--- config.mk ---
export PLATFORM = sky130hd
export DESIGN_NAME = index_mem_loader
export DESIGN_NICKNAME = d
export VERILOG_FILES = /design/src/rtl/index_mem_loader.sv
export SDC_FILE = /design/constraint.sdc
export NUM_CORES = 1
export LEC_CHECK = 0
export ABC_AREA = 1
export BUFFER_PORTS_ARGS = -buffer_cell sky130_fd_sc_hd__buf_2
export CAP_MARGIN = 0
export CORE_MARGIN = 2
export CORE_UTILIZATION = 35
export CTS_BUF_LIST = sky130_fd_sc_hd__clkbuf_8 sky130_fd_sc_hd__clkbuf_16
export DETAILED_ROUTE_END_ITERATION = 10
export PLACE_DENSITY = 0.5
export SYNTH_ARGS = -nofsm -noshare
export SYNTH_HDL_FRONTEND = slang
export SYNTH_SLANG_ARGS = --single-unit
--- constraint.sdc ---
create_clock -name clk -period 6.27 [get_ports clk]
set_input_delay 0.9405 -clock clk [delete_from_list [all_inputs] [get_ports clk]]
set_output_delay 0.9405 -clock clk [all_outputs]
set_load 0.1 [all_outputs]
--- src/rtl/index_mem_loader.sv ---
// Write-side front end for the dual index memory: fills the A and B RAMs pairwise
// from one interleaved byte stream, pads the shorter list, and appends a PAD sentinel row.
module index_mem_loader #(
   parameter int                DATA_W = 8,
   parameter int                ADDR_W = 4,
   parameter logic [DATA_W-1:0] PAD    = {DATA_W{1'b1}}
) (
   input  logic              clk,
   input  logic              reset,
   input  logic              start,
   input  logic [ADDR_W:0]   len_a,
   input  logic [ADDR_W:0]   len_b,
   input  logic [DATA_W-1:0] in_data,
   input  logic              in_valid,
   output logic              in_ready,
   output logic [DATA_W-1:0] i1,
   output logic [DATA_W-1:0] i2,
   output logic [ADDR_W-1:0] cnt1,
   output logic [ADDR_W-1:0] cnt2,
   output logic              wr_en,
   output logic              busy,
   output logic              done
);

   localparam logic [ADDR_W:0] DEPTH_L = {1'b1, {ADDR_W{1'b0}}};

   typedef enum logic [2:0] {S_IDLE, S_GET_A, S_GET_B, S_WRITE, S_TERM, S_DONE} state_t;

   state_t              state_q, state_d;
   logic [ADDR_W:0]     len_a_q, len_a_d, len_b_q, len_b_d, n_q, n_d, k_q, k_d;
   logic [DATA_W-1:0]   a_q, a_d, b_q, b_d;
   logic [DATA_W-1:0]   i1_q, i1_d, i2_q, i2_d;
   logic [ADDR_W-1:0]   cnt_q, cnt_d;
   logic                wr_en_q, wr_en_d, in_ready_q, in_ready_d;
   logic                busy_q, busy_d, done_q, done_d;
   logic                accept;

   function automatic logic [ADDR_W:0] clamp_len(input logic [ADDR_W:0] l);
      return (l > DEPTH_L) ? DEPTH_L : l;
   endfunction

   assign accept = in_valid && in_ready_q;

   always_ff @(posedge clk) begin
      if (reset) begin
         state_q    <= S_IDLE;
         k_q        <= '0;
         i1_q       <= '0;
         i2_q       <= '0;
         cnt_q      <= '0;
         wr_en_q    <= 1'b0;
         in_ready_q <= 1'b0;
         busy_q     <= 1'b0;
         done_q     <= 1'b0;
      end else begin
         state_q    <= state_d;
         k_q        <= k_d;
         i1_q       <= i1_d;
         i2_q       <= i2_d;
         cnt_q      <= cnt_d;
         wr_en_q    <= wr_en_d;
         in_ready_q <= in_ready_d;
         busy_q     <= busy_d;
         done_q     <= done_d;
      end
      len_a_q <= len_a_d;
      len_b_q <= len_b_d;
      n_q     <= n_d;
      a_q     <= a_d;
      b_q     <= b_d;
   end

   always_comb begin
      state_d = state_q;
      len_a_d = len_a_q;
      len_b_d = len_b_q;
      n_d     = n_q;
      k_d     = k_q;
      a_d     = a_q;
      b_d     = b_q;
      unique case (state_q)
         S_IDLE: if (start) begin
            len_a_d = clamp_len(len_a);
            len_b_d = clamp_len(len_b);
            n_d     = (len_a_d > len_b_d) ? len_a_d : len_b_d;
            k_d     = '0;
            state_d = (n_d == '0) ? S_TERM : S_GET_A;
         end
         // Padded slots cost one cycle but never stall on the stream.
         S_GET_A: if (k_q >= len_a_q) begin
            a_d     = PAD;
            state_d = S_GET_B;
         end else if (accept) begin
            a_d     = in_data;
            state_d = S_GET_B;
         end
         S_GET_B: if (k_q >= len_b_q) begin
            b_d     = PAD;
            state_d = S_WRITE;
         end else if (accept) begin
            b_d     = in_data;
            state_d = S_WRITE;
         end
         S_WRITE: begin
            k_d = k_q + 1'b1;
            if (k_d == n_q) state_d = (n_q < DEPTH_L) ? S_TERM : S_DONE;
            else            state_d = S_GET_A;
         end
         S_TERM:  state_d = S_DONE;
         S_DONE:  state_d = S_IDLE;
         default: state_d = S_IDLE;
      endcase
   end

   // Outputs are decoded from the next state so every port comes straight from a flop.
   always_comb begin
      i1_d       = i1_q;
      i2_d       = i2_q;
      cnt_d      = cnt_q;
      wr_en_d    = 1'b0;
      in_ready_d = 1'b0;
      busy_d     = (state_d != S_IDLE);
      done_d     = (state_d == S_DONE);
      unique case (state_d)
         S_GET_A: in_ready_d = (k_d < len_a_d);
         S_GET_B: in_ready_d = (k_d < len_b_d);
         S_WRITE: begin
            wr_en_d = 1'b1;
            i1_d    = a_d;
            i2_d    = b_d;
            cnt_d   = k_d[ADDR_W-1:0];
         end
         S_TERM: begin
            wr_en_d = 1'b1;
            i1_d    = PAD;
            i2_d    = PAD;
            cnt_d   = n_d[ADDR_W-1:0];
         end
         default: ;
      endcase
   end

   assign in_ready = in_ready_q;
   assign i1       = i1_q;
   assign i2       = i2_q;
   assign cnt1     = cnt_q;
   assign cnt2     = cnt_q;
   assign wr_en    = wr_en_q;
   assign busy     = busy_q;
   assign done     = done_q;

endmodule

## Word level (Yosys, flattened, before mapping)

Index checks and enable logic that the tools add are counted.

| cells by class | value |
|---|---|
| $mul | 0 |
| bitwise gates (word level) | 0 |
| add/subtract/negate cells | 1 |
| multiplexer cells | 31 |
| div/mod/pow operators | 0 |
| order comparisons | 8 |
| equality and inequality tests | 10 |
| shift operators | 0 |
| reductions and logical operators | 7 |

Operator list:

| operator | count |
|---|---|
| $mux 8 | 6 |
| $mux 5 | 8 |
| $pmux 8 s2 | 2 |
| $mux 3 | 7 |
| $pmux 3 s5 | 1 |
| $eq 3x2->1 const B | 4 |
| $ge 5x5->1 | 2 |
| $gt 5x5->1 const B | 2 |
| $lt 5x5->1 | 2 |
| $pmux 5 s2 | 1 |
| $eq 3x3->1 const B | 3 |
| $mux 4 | 2 |
| $pmux 4 s2 | 1 |
| $eq 3x1->1 const B | 2 |
| $add 5x1->5 const B | 1 |
| $eq 5x5->1 | 1 |
| $gt 5x5->1 | 1 |
| $logic_not 5->1 | 1 |
| $lt 5x5->1 const B | 1 |
| $logic_not 3->1 | 1 |
| $reduce_bool 3->1 | 1 |
| $mux 1 | 2 |
| $pmux 1 s2 | 1 |
| $reduce_and 2->1 | 1 |
| other kinds (3) | 3 |

| storage, ports and cells | value |
|---|---|
| output and inout bits | 28 |
| memory bits (read-only) | 0 |
| RAM bits | 0 |
| register bits | 63 |
| bits in latches | 0 |
| memories | 0 |

## Longest topological paths before layout

Gate-level depths: netlist (run 1).

| depth | value |
|---|---|
| depth in word-level cells | 11 |
| depth in mapped cells | 20 |

## Worst setup path after synthesis (run 1)

OpenSTA, ideal clock, no wires.

| path | value |
|---|---|
| path kind | input -> register |
| from | input port len_b[1] |
| to | register i2_q[7] (netlist: i2[7]) |
| arrival | 2850 ps |
| setup slack | 3353 ps |
| data required time | 6202 ps |
| cell stages on the path | 19 |
| setup time | 68 ps |
| cells stage by stage | nor2_1 -> nand3_1 -> a21oi_1 -> inv_1 -> ha_1 -> nand2_1 -> nor2_4 -> nand2_2 -> nand3_4 -> nand2_4 -> nand2_1 -> nand2_1 -> nor2_2 -> nand3b_1 -> nand2_2 -> nand3_2 -> buf_6 -> buf_12 -> a21oi_2 |

| between the ends | value |
|---|---|
| cells in the longest elaborated chain, start to end | 10 |

Ends and longest elaborated chain:

| item | RTL line | source |
|---|---|---|
| from (decl) | 12 | `input logic [ADDR_W:0] len_b,` |
| $gt 5x5->1 | 39 | `return (l > DEPTH_L) ? DEPTH_L : l;` |
| $mux 5 (*) | 39 |  |
| $gt 5x5->1 | 85 | `n_d = (len_a_d > len_b_d) ? len_a_d : len_b_d;` |
| $mux 5 (*) | 85 |  |
| $logic_not 5->1 (*) | 87 | `state_d = (n_d == '0) ? S_TERM : S_GET_A;` |
| $mux 3 (*) | 87 |  |
| $mux 3 (*) | 82 | `S_IDLE: if (start) begin` |
| $pmux 3 s5 (*) | 81 | `unique case (state_q)` |
| $eq 3x3->1 / $eq 3x2->1 (equally long branches) | 124 | `unique case (state_d)` |
| $pmux 8 s2 / $reduce_bool 2->1 (equally long branches) | n/a |  |
| to (signal assigned) | 59 | `i2_q <= i2_d;` |
| to (decl) | 32 | `logic [DATA_W-1:0] i1_q, i1_d, i2_q, i2_d;` |

Every way passes the cells marked *; elsewhere a longest branch is shown, timed or not.
A chain may end at the register's enable or synchronous reset.

## Worst setup path after layout (run 1)

| path | value |
|---|---|
| from | input port len_b[2] |
| to | register cnt_q[3] (netlist: cnt1[3]) |

| between the ends | value |
|---|---|
| cells in the longest elaborated chain, start to end | 10 |

Ends and longest elaborated chain:

| item | RTL line | source |
|---|---|---|
| $gt 5x5->1 | 39 |  |
| $mux 5 (*) | 39 |  |
| $gt 5x5->1 | 85 |  |
| $mux 5 (*) | 85 |  |
| $logic_not 5->1 | 87 |  |
| $mux 3 | 87 |  |
| $mux 3 | 82 |  |
| $pmux 3 s5 | 81 |  |
| $eq 3x3->1 / $eq 3x2->1 (equally long branches) | 124 |  |
| $pmux 4 s2 / $reduce_bool 2->1 (equally long branches) | n/a |  |
| to (signal assigned) | 60 | `cnt_q <= cnt_d;` |
| to (decl) | 33 | `logic [ADDR_W-1:0] cnt_q, cnt_d;` |

Marked as above.

==> results of run 1 <==
[cells in the mapped netlist, drive strengths merged]
cell	number
nand2	99
inv	77
dfxtp	59
a21oi	40
nor2	39
o21ai	32
nand3	30
ha	24
o22ai	11
buf	10
clkbuf	7
nand4	7
mux2i	5
xor2	3
a21boi	2
a31oi	2
nand3b	2
o21bai	2
a21o	1
a41oi	1
and3	1
clkinv	1
edfxtp	1
nor3	1
o2111ai	1
o211a	1
o21a	1
xnor2	1
[through the flow]
step,hold WS (ns),total power (uW),util [%]
after floorplan,0.451,1060,-
after global placement,0.466,1170,39.3
after detailed placement,0.477,1180,39.3
after CTS,0.492,1620,42.0
after global routing,0.516,1720,42.0
final,0.487,1610,42.0
[registers in the layout, summed over array words and instances, names as in the netlist]
register	flops
a_q	8
i1	8
i2	8
b_q	5
k_q	5
len_a_q	5
len_b_q	5
n_q	5
cnt1	4
state_q	3
busy	1
done	1
in_ready	1
wr_en	1
[layer usage]
| metal | track usage (%) | routed length [um] | part of all wire [%] | vias to the layer above |
|---|---|---|---|---|
| met4 | 5.64 | 99 | 1.2 | 0 |
| li1 | - | - | - | 1581 |
| met2 | 25.8 | 3590 | 42 | 42 |
| met1 | 25.2 | 4540 | 54 | 1407 |
| met5 | 0 | 0 | 0 | - |
| met3 | 3.69 | 248 | 2.9 | 10 |
[power by group through the flow]
stage / Sequential (uW) / Combinational [uW] / Clock, uW
after floorplan: 709 / 347 / 0
after global placement: 538 / 631 / 0
after detailed placement: 541 / 639 / 0
after CTS: 532 / 640 / 446
after global routing: 545 / 711 / 464
final: 532 / 640 / 434
[path summary, 6_finish.rpt]
check	startpoint	endpoint	slack, ns	depth (start not counted)
min	cnt1[3]$_SDFFE_PP0P_	cnt1[3]$_SDFFE_PP0P_	0.49	2
min reg2reg	cnt1[3]$_SDFFE_PP0P_	cnt1[3]$_SDFFE_PP0P_	0.49	2
max	len_b[2]	cnt1[3]$_SDFFE_PP0P_	2.70	21
max reg2reg	k_q[4]$_SDFF_PP0_	cnt1[3]$_SDFFE_PP0P_	3.05	12
[layout by cell type, fill, tap and decap left out, types with 5 or more instances in the layout]
cell / instances
nand2_1: 93
inv_1: 76
dfxtp_1: 59
buf_2: 49
nor2_1: 34
o21ai_0: 31
a21oi_1: 30
nand3_1: 28
ha_1: 24
o22ai_1: 11
a21oi_2: 10
clkbuf_8: 10
nand4_1: 7
nand2_2: 5
mux2i_1: 5
[logic make-up after synthesis]
family	share of synthesized area [%]
AOI/OAI and AO/OA	16.7
DFF	36.1
buffers and inverters	11.9
adders and majority gates	8.96
xor gates and xnor gates	1.05
muxes	1.49
and+or+nand+nor	23.8
[final cells by class]
| class | count | area share, % |
|---|---|---|
| inverter | 78 | 7.50 |
| clock inverter | 6 | 2.85 |
| tap | 129 | 4.14 |
| timing repair buffer | 49 | 6.29 |
| multi-input combinational | 306 | 44.6 |
| sequential | 60 | 31.0 |
| clock buffer | 10 | 3.53 |
[critical path: cells and delay by family]
family | cells | cell delay [ns]
and+or+nand+nor | 15 | 2.00
buffers and inverters | 4 | 0.33
AOI/OAI and AO/OA | 1 | 0.21
adders and majority gates | 1 | 0.29
==> parameters.txt, run 1 <==
Parameter                              Value

Floorplanning
  Die extent in x ... 102 um
  Die area ... 10400 um^2
  # rows ... 35
  DIE HEIGHT ... roughly 100 um
  Standard cell core area ... around 9300 um^2
  Starting density of the core ... a little over a third
  # IOs ... 50

Drt
  Antenna-violating nets left ... 0
  First-pass iteration count of the detailed router ... 4
  Number of remaining DRC errors ... 0
  Wirelength per Cell ... 13.3 um
  Via count ... roughly 3k
  Post-Route WL ... 8480 um
  Post-detailed-route via-to-cell ratio ... 4.76
  Starting DRT DRC Count ... 118

Global routing
  Global route overflow ... 0
  Gr usage total ... 17.4%
  Pin count of the biggest net entering global routing ... 28
  First-pass GRT wire length ... 14100 um
  Via count of the first global-routing pass ... around 2.8k
  Number of antenna violations at the first check in global routing ... 0

Placement
  Cell total after placement ... 622
  Hpwl dp ... approximately 6400 um
  Instance area at placement ... 3650 um^2
  Quantity of I/O buffers inserted on ports ... 49
  Worst slack at placement ... 2.36 ns
  RD Place Congestion ... 0.826

Clock tree
  Total clock sinks ... 60
  Buffer type at the clock tree root ... clkbuf_8
  Maximum level of the CTS H-tree ... 3
  Insertion delay to the later sink of the worst-skew pair ... 0.34 ns
  Deepest clock path buffer count ... 2
  Clock buffers created by TritonCTS ... 9
  Clock tree from TritonCTS ... done
  Clock-pin slew on the worst setup and hold paths ... ~0.070 ns
  Setup Fix Bufs, Post-CTS ... 0
  Quantity of gates resized following cts ... 0
  Count of hold buffers inserted by post-cts repair ... 0

Timing
  Setup tns final ... 0 ns
  Time the worst path needs with I/O delays and setup ... 3.57 ns
  Final worst-path cycle share ... 56.9%
  Unrepaired setup endpoints after global routing ... false
  Worst Clk Skew ... 0.00809 ns
  Pin slew with the least headroom to its limit ... 0.780 ns
  Final slew viol count ... 0
  Remaining max-slew budget at the tightest pin ... 47.4%
  Final-report hold violation count ... 0
  PnR worst setup slack ... 2.70 ns
  Number of endpoints failing setup at the final stage ... 0
  Top achievable clock speed ... 0.280 GHz

Power and ir drop
  VDD IR max ... 0.168 mV
  Sequential fraction of design power ... 33.1%
  Net switching power of the design ... 676 uW
  Power Dens Cells ... 411 nW/um^2
  Power share of the clock group ... 27.0%
  Switching power as a share of total power ... a little over two fifths
  Static Leakage ... 0.00199 uW
  Share of total power in combinational logic ... around two fifths
  Cell-internal power ... 929 uW

Flow run
  Max-capacitance violation count ... 0

Final layout
  Final instance count without filler cells ... between 600 and 700
  Area of combinational cells with multiple inputs ... 1740 um^2
  Layout Nets ... 550
  Finished Cell Area ... 3900 um^2
  Area taken by flip-flops and latches ... around 1200 um^2
  Area delta synth->final ... 16.4%
  Ant. Diodes ... 0
  Ratio of cells with drive above 1 in the final layout ... 17.9%
  Layout fillers ... 1009

Synthesis
  Synthesized instance count ... 461
  Count of unique library cells instantiated by Yosys ... 41
  Synthesized flop and latch total ... 60
  Avg Cell Area, Syn ... slightly above 7 um^2
  Synthesized net count ... 507
  Count of yosys warnings during synthesis ... 0
  Top cells by area, synth ... dfxtp_1 (35%), nand2_1 (10%), ha_1 (9.0%)
  Post-synthesis sequential area ratio ... a little over a third
  Post-synthesis cell type with the largest combined area ... dfxtp_1
  Area share of the largest cell type after synthesis ... 35.3%
  Netlist Area Pre-Place ... 3350 um^2

Worst setup path
  Critical Path Fanout Max ... 20
  Startpoint type of the worst setup path ... input port
  Worst-path cell chain ... buf_2, inv_1, nand3_1, a21oi_1, inv_1, ha_1, nand2_1, nor2_4, nand2_2, nand3_4, nand2_4, nand2_1, nand2_1, nor2_1, nand3b_1, nand2_2, nand3_2, nand2_1, inv_1, nand3_1, nand2_1
  Category of the critical setup timing path ... input port to flop
  CP max-delay cell ... nand3_2
  WP data required ... 6.50 ns
  Delay of the slowest cell on the worst path ... 0.48 ns
  Worst Setup End Kind ... flop
  Most frequent CP cell ... nand2_1
  Data arrival, critical path ... between 3 and 4 ns

Run status
  Status ... finished, final reports clean

Hold path
  Class of the worst hold path ... flop to flop
(Power assumes the default switching activity.)
==> run 2: changes to the inputs <==
--- a/config.mk
+++ b/config.mk
@@ -5,14 +5,14 @@
 export SDC_FILE = /design/constraint.sdc
 export NUM_CORES = 1
 export LEC_CHECK = 0
-export ABC_AREA = 1
+export ABC_AREA = 0
 export BUFFER_PORTS_ARGS = -buffer_cell sky130_fd_sc_hd__buf_2
 export CAP_MARGIN = 0
 export CORE_MARGIN = 2
 export CORE_UTILIZATION = 35
 export CTS_BUF_LIST = sky130_fd_sc_hd__clkbuf_8 sky130_fd_sc_hd__clkbuf_16
 export DETAILED_ROUTE_END_ITERATION = 10
-export PLACE_DENSITY = 0.5
+export PLACE_DENSITY = 0.53
 export SYNTH_ARGS = -nofsm -noshare
 export SYNTH_HDL_FRONTEND = slang
 export SYNTH_SLANG_ARGS = --single-unit
==> constraint.sdc (replaced) <==
create_clock -name clk -period 2.94 [get_ports clk]
set_input_delay 0.441 -clock clk [delete_from_list [all_inputs] [get_ports clk]]
set_output_delay 0.441 -clock clk [all_outputs]
set_load 0.1 [all_outputs]
==> run 2 against run 1 <==
  * Clock power grew 4.8%
  * Power grew 56%
  * Largest cell class unchanged
  * Cell count shrank 21%
  * Critical path depth shrank 14
  * Cell area shrank 9.7%
  * Clock skew grew 0.0035 ns
  * Register-to-register slack lost 2.8 ns
  * Count of clock-buffer cells in the layout shrank 5
  * Synthesized cell count shrank 27%
  * Via count shrank 17%
  * Area after synthesis shrank 12%
==> parameters.txt, run 2 <==
Parameter                              Value

Hold path
  Min-Delay Startpoint ... in_data[3]
  Count of cells along the worst hold path ... 2
  Class of the worst hold path ... input port to flop
  Endpoint, Worst Hold ... a_q[3]$_DFF_P_

Drt
  Post-Route WL ... 7380 um
  Antenna-violating nets left ... 0
  Number of remaining DRC errors ... 0
  Wirelength per Cell ... 14.7 um
  First-pass iteration count of the detailed router ... 4
  Via count ... 2534
  Post-detailed-route via-to-cell ratio ... 5.05
  Starting DRT DRC Count ... 138

Global routing
  Pin count of the biggest net entering global routing ... 30
  Global route overflow ... 0
  Number of antenna violations at the first check in global routing ... 0
  Global routing usage on met1 ... 22.8%
  Gr usage total ... ~17%
  Met2 routing resource usage after global routing ... 29.2%
  Met3 usage in global routing ... 2.51%
  Layer with the highest usage ... met2
  First-pass GRT wire length ... ~12000 um
  Via count of the first global-routing pass ... ~2.5k

Power and ir drop
  Power Dens Cells ... 711 nW/um^2
  Static Leakage ... 0.00161 uW
  VDD IR max ... 0.291 mV

Floorplanning
  # rows ... 33
  Standard cell core area ... 8180 um^2
  DIE HEIGHT ... 95.8 um
  Die area ... 9180 um^2
  # IOs ... 50
  Die extent in x ... between 90 and 100 um
  Starting density of the core ... 36.1%

Placement
  RD Place Congestion ... between 0.8 and 0.9
  Cell total after placement ... 494
  Hpwl dp ... 5800 um
  Instance area at placement ... roughly 3400 um^2
  Quantity of I/O buffers inserted on ports ... between 40 and 50

Clock tree
  Setup Fix Bufs, Post-CTS ... 0
  Clock-pin slew on the worst setup and hold paths ... 0.11 ns
  Quantity of gates resized following cts ... 0
  Insertion delay to the later sink of the worst-skew pair ... between 0.3 and 0.4 ns
  Maximum level of the CTS H-tree ... 2
  Deepest clock path buffer count ... 2
  Count of hold buffers inserted by post-cts repair ... 0
  Clock buffers created by TritonCTS ... 5
  Total clock sinks ... 55
  Buffer type at the clock tree root ... clkbuf_8
  Clock tree from TritonCTS ... done

Worst setup path
  Worst Setup End Kind ... flop
  Delay-heaviest family, CP ... simple AND/OR/NAND/NOR gates
  Critical Path Fanout Max ... 6
  Setup slack on the worst flop-to-flop path ... ~0.21 ns
  Data arrival, critical path ... 2.98 ns
  WP data required ... 3.18 ns
  Worst-path cell chain ... ha_1, xor2_1, or4_4, a221oi_2, o211ai_2, or3_1, o221ai_1
  R2R Path End ... cnt1[0]$_SDFFE_PP0P_
  CP max-delay cell ... or4_4
  Worst R2R Start ... k_q[0]$_SDFF_PP0_
  Delay of the slowest cell on the worst path ... 0.54 ns
  Startpoint type of the worst setup path ... flop
  Category of the critical setup timing path ... flop to flop
  Count of cells along the worst register-to-register path ... 7
  WP buf/inv ... 0

Synthesis
  Most used DFF post-synth ... dfxtp_1
  Synthesized flop and latch total ... 55
  Top cells by area, synth ... dfxtp_1 (37%), ha_1 (10%), inv_1 (4.6%)
  Avg Cell Area, Syn ... 8.78 um^2
  Area share of the largest cell type after synthesis ... 36.6%
  Most instantiated library cell after synthesis ... dfxtp_1
  Asr flop ratio synth ... 0%
  Post-synthesis sequential area ratio ... between 30% and 40%
  Synthesized net count ... 382
  Count of unique library cells instantiated by Yosys ... 57
  Synthesized instance count ... 336
  Netlist Area Pre-Place ... around 3000 um^2
  EDFF count, synth ... 1
  Count of yosys warnings during synthesis ... 0
  Ranking of synthesized cells by instance count ... dfxtp_1 (54), inv_1 (36), nand2_1 (25)
  Post-synthesis cell type with the largest combined area ... dfxtp_1

Flow run
  Max-capacitance violation count ... 0

Timing
  Top achievable clock speed ... between 0.3 and 0.4 GHz
  Worst Clk Skew ... around 0.012 ns
  Final-report hold violation count ... 0
  Time the worst path needs with I/O delays and setup ... 2.73 ns
  Final worst-path cycle share ... 93.0%
  Remaining max-slew budget at the tightest pin ... 53.0%
  Final slew viol count ... 0
  Pin slew with the least headroom to its limit ... 0.705 ns
  Number of endpoints failing setup at the final stage ... 0
  Unrepaired setup endpoints after global routing ... false

Final layout
  Area delta synth->final ... 19.3%
  Finished Cell Area ... 3520 um^2
  Final design utilization ... 43.1%
  Final instance count without filler cells ... between 500 and 600
  Commonest cells after routing, fill and taps aside ... dfxtp_1 (54), buf_2 (49), inv_1 (36)
  Layout Nets ... 442
  Layout fillers ... 878
  Ant. Diodes ... 0
  Ratio of cells with drive above 1 in the final layout ... 25.2%
  Most frequent standard cell in the layout excluding fill and tap cells ... dfxtp_1

Run status
  Status ... finished, final reports clean
[run 2: cell types whose count changed after synthesis, sizes merged, moves of 6 or more]
cell,change
nand2,-74
inv,-41
nand3,-25
nor2,-24
a21oi,-11
o21ai,-10
or3,+10
o21a,+8
o22a,+8
nand2b,+6
nor2b,+6
[run 2: worst max path at each step]
stage | cells after the start | startpoint | slack [ns] | end
floorplan | 12 | len_b[4] | 0.12 | i1[2]$_SDFFE_PP0P_
CTS | 9 | k_q[0]$_SDFF_PP0_ | 0.08 | cnt1[0]$_SDFFE_PP0P_
global placement | 12 | len_b[4] | -0.08 | wr_en$_SDFF_PP0_
global route | 8 | k_q[0]$_SDFF_PP0_ | 0.02 | cnt1[0]$_SDFFE_PP0P_
detailed placement | 12 | len_b[4] | -0.15 | wr_en$_SDFF_PP0_
finish | 7 | k_q[0]$_SDFF_PP0_ | 0.21 | cnt1[0]$_SDFFE_PP0P_
[run 2: layout make-up]
class	instances	area [um^2]	area share [%]
multi-input cells	225	1610	45.8
repair buffers	72	430	12.2
clock buffers	5	68.8	1.95
flip-flops and latches	55	1110	31.5
clock inverters	3	27.5	0.782
well taps	105	131	3.73
inverters	37	139	3.94
[run 2: power by group]
| part | leakage, uW | internal [uW] | switching [uW] |
|---|---|---|---|
| clock network | 0.0000467 | 177 | 278 |
| registers | 0.000451 | 910 | 86.2 |
| logic | 0.00111 | 355 | 696 |
[run 2: metal layers]
metal | wire [um] | share of wire, % | up-vias
li1 | - | - | 1312
met1 | 3530 | 48 | 1158
met2 | 3490 | 47 | 57
met3 | 259 | 3.5 | 7
met4 | 97 | 1.3 | 0
met5 | 0 | 0 | -
[run 2: cell families (layout without fill, tap and decap cells)]
family / after synthesis / in the layout / synth area share, %
xor gates and xnor gates: 8 / 8 / 2.37
DFF: 55 / 55 / 37.6
muxes: 3 / 3 / 1.14
and+or+nand+nor: 84 / 84 / 14.9
buffers and inverters: 56 / 117 / 8.48
adders and majority gates: 24 / 24 / 10.2
AOI/OAI and AO/OA: 106 / 106 / 25.3
[run 2: stage by stage]
stage                     power (uW)  worst slack (ns)  setup TNS (ns)  hold slack (ns)
after detailed placement        2060            -0.149           -2.49            0.465
after global routing            2670            0.0235               0            0.322
after floorplan                 1790             0.120               0            0.443
final                           2500             0.206               0            0.328
after CTS                       2510            0.0782               0            0.327
after global placement          2050           -0.0793           -1.03            0.459
==> run 3: changes to the inputs <==
--- a/config.mk
+++ b/config.mk
@@ -12,7 +12,7 @@
 export CORE_UTILIZATION = 35
 export CTS_BUF_LIST = sky130_fd_sc_hd__clkbuf_8 sky130_fd_sc_hd__clkbuf_16
 export DETAILED_ROUTE_END_ITERATION = 10
-export PLACE_DENSITY = 0.53
+export PLACE_DENSITY = 0.51
 export SYNTH_ARGS = -nofsm -noshare
 export SYNTH_HDL_FRONTEND = slang
 export SYNTH_SLANG_ARGS = --single-unit
==> constraint.sdc (replaced) <==
create_clock -name clk -period 2.81 [get_ports clk]
set_input_delay 0.4215 -clock clk [delete_from_list [all_inputs] [get_ports clk]]
set_output_delay 0.4215 -clock clk [all_outputs]
set_load 0.1 [all_outputs]
==> run 3 against run 2 <==
  * Clock power increased by 5.7%
  * First-iteration DRC count decreased by 36%
  * Count of clock-buffer cells in the layout unchanged
  * Critical path type unchanged
==> parameters.txt, run 3 (synthesis gave the netlist of run 2 again) <==
Parameter                              Value

Run status
  Status ... finished, final reports clean

Drt
  Wirelength per Cell ... 14.6 um
  First-pass iteration count of the detailed router ... 4
  Via count ... about 2.6k
  Antenna-violating nets left ... 0
  Starting DRT DRC Count ... 89
  Number of remaining DRC errors ... 0
  Post-detailed-route via-to-cell ratio ... 4.93
  Post-Route WL ... 7550 um

Final layout
  Ratio of cells with drive above 1 in the final layout ... 28.6%
  Most frequent standard cell in the layout excluding fill and tap cells ... dfxtp_1
  Final design utilization ... 44.3%
  Layout Nets ... 458
  Commonest cells after routing, fill and taps aside ... dfxtp_1 (53), buf_2 (49), buf_4 (39)
  Finished Cell Area ... 3620 um^2
  Area delta synth->final ... 22.7%
  Final instance count without filler cells ... 518
  Ant. Diodes ... 0

Timing
  Hold WS ... 0.314 ns
  Unrepaired setup endpoints after global routing ... false
  Pin slew with the least headroom to its limit ... roughly 0.72 ns
  Final slew viol count ... 0
  Number of endpoints failing setup at the final stage ... 0
  Remaining max-slew budget at the tightest pin ... 51.7%
  Top achievable clock speed ... about 0.38 GHz
  Final-report hold violation count ... 0
  Time the worst path needs with I/O delays and setup ... 2.66 ns
  Final worst-path cycle share ... a little over nine tenths
  Worst Clk Skew ... around 0.0089 ns

Worst setup path
  Worst-path cell chain ... ha_2, xor2_1, or4_4, a221oi_2, o211ai_2, or3_1, o221ai_1
  Launching element of the worst setup path ... k_q[1]$_SDFF_PP0_
  WP data required ... 3.05 ns
  Startpoint type of the worst setup path ... flop
  Critical path depth ... 7
  Delay-heaviest family, CP ... simple AND/OR/NAND/NOR gates
  Worst Setup End Kind ... flop
  Count of cells along the worst register-to-register path ... 7
  Critical Path Fanout Max ... 6
  Crit path capture ... cnt1[3]$_SDFFE_PP0P_
  R2R Path End ... cnt1[3]$_SDFFE_PP0P_
  Data arrival, critical path ... a little under 3 ns
  Worst R2R Start ... k_q[1]$_SDFF_PP0_
  WP buf/inv ... 0
  Delay of the slowest cell on the worst path ... 0.54 ns
  Category of the critical setup timing path ... flop to flop
  Setup slack on the worst flop-to-flop path ... 0.15 ns
  CP max-delay cell ... or4_4

Global routing
  Via count of the first global-routing pass ... 2504
  Gr usage total ... 17.6%
  First-pass GRT wire length ... roughly 12000 um
  Number of antenna violations at the first check in global routing ... 0
  Pin count of the biggest net entering global routing ... 30
  Global route overflow ... 0

Power and ir drop
  Power Dens Cells ... 730 nW/um^2
  Sequential fraction of design power ... 39.2%
  Share of total power in combinational logic ... 42.6%
  Power share of the clock group ... 18.2%
  VDD IR max ... 0.374 mV
  Switching power as a share of total power ... between 40% and 50%
  Cell-internal power ... 1530 uW
  Net switching power of the design ... 1110 uW
  Static Leakage ... 0.00167 uW

Clock tree
  Clock-pin slew on the worst setup and hold paths ... 0.11 ns
  Clock tree from TritonCTS ... done
  Maximum level of the CTS H-tree ... 2
  Insertion delay to the later sink of the worst-skew pair ... about 0.32 ns
  Total clock sinks ... 55
  Buffer type at the clock tree root ... clkbuf_8
  Deepest clock path buffer count ... 2
  Clock buffers created by TritonCTS ... 5

Flow run
  Max-capacitance violation count ... 0

Floorplanning
  Standard cell core area ... 8180 um^2
  # rows ... 33
  Starting density of the core ... 36.1%
  # IOs ... 50
  DIE HEIGHT ... 95.8 um
  Die area ... 9180 um^2
  Die extent in x ... 95.8 um

Placement
  Quantity of I/O buffers inserted on ports ... 49
  Instance area at placement ... 3520 um^2
  Hpwl dp ... 6050 um
  Cell total after placement ... 510
  RD Place Congestion ... 0.837

Hold path
  Class of the worst hold path ... input port to flop
  Min-Delay Startpoint ... in_data[5]
==> run 3: cell types whose count changed in the layout (fill, tap and decap cells not counted) <==
cell | before | now
dfxtp_1 | 54 | 53
buf_12 | 1 | 0
ha_1 | 24 | 23
dfxtp_2 | 0 | 1
a311oi_4 | 1 | 0
ha_2 | 0 | 1
buf_4 | 22 | 39
a311oi_2 | 0 | 1
==> run 3: repair_timing <==
item / CTS / global route
endpoints found under the setup margin: 0 / 20
buffers inserted: 0 / 0
resized for setup: 0 / 3
hold buffers: 0 / 0
==> run 3: worst reg2reg max path: cells and delay by family (launching register included) <==
kind | cells | cell delay (ns)
AND/OR/NAND/NOR | 2 | 1.00
flip-flops | 1 | 0.40
AO/OA/AOI/OAI | 3 | 0.72
adder cells (fa/ha/maj) | 1 | 0.29
XOR/XNOR | 1 | 0.17
==> run 3: power groups by stage <==
stage / clock network, uW / logic (uW) / registers [uW]
global route: 526 / 1240 / 1060
detailed placement: 0 / 1130 / 1060
CTS: 499 / 1130 / 1040
floorplan: 0 / 547 / 1330
finish: 481 / 1130 / 1040
global placement: 0 / 1120 / 1060
==> run 3: how the worst min path moves through the flow <==
stage                    endpoint  slack [ns]  cells past startpoint
2_1_floorplan  len_b_q[4]$_DFF_P_        0.44                      2
3_3_place_gp       a_q[3]$_DFF_P_        0.46                      1
3_5_place_dp       a_q[5]$_DFF_P_        0.46                      1
4_1_cts            a_q[5]$_DFF_P_        0.30                      2
5_1_grt            a_q[5]$_DFF_P_        0.30                      2
6_report           a_q[5]$_DFF_P_        0.31                      2
==> run 3: routing by layer <==
metal	track usage, %	up-vias	part of all wire [%]
li1	-	1338	-
met1	23.5	1172	48
met2	29.8	37	48
met3	2.51	6	3.1
met4	4.64	0	1.3
met5	0	-	0
==> run 3: stage by stage <==
step | setup WS (ns) | TNS (ns) | total power, uW
2_1_floorplan | 0.00973 | 0 | 1880
3_3_place_gp | -0.0632 | -0.978 | 2180
3_5_place_dp | -0.124 | -1.82 | 2190
4_1_cts | 0.0583 | 0 | 2670
5_1_grt | 0.00748 | 0 | 2830
6_report | 0.153 | 0 | 2650
==> run 3: layout make-up <==
cell class / count / area (um^2)
clock buffers: 5 / 68.8
repair buffers: 88 / 538
multi-input cells: 225 / 1610
clock inverters: 3 / 27.5
flip-flops and latches: 55 / 1110
inverters: 37 / 139
well taps: 105 / 131
fillers: 847 / 4550
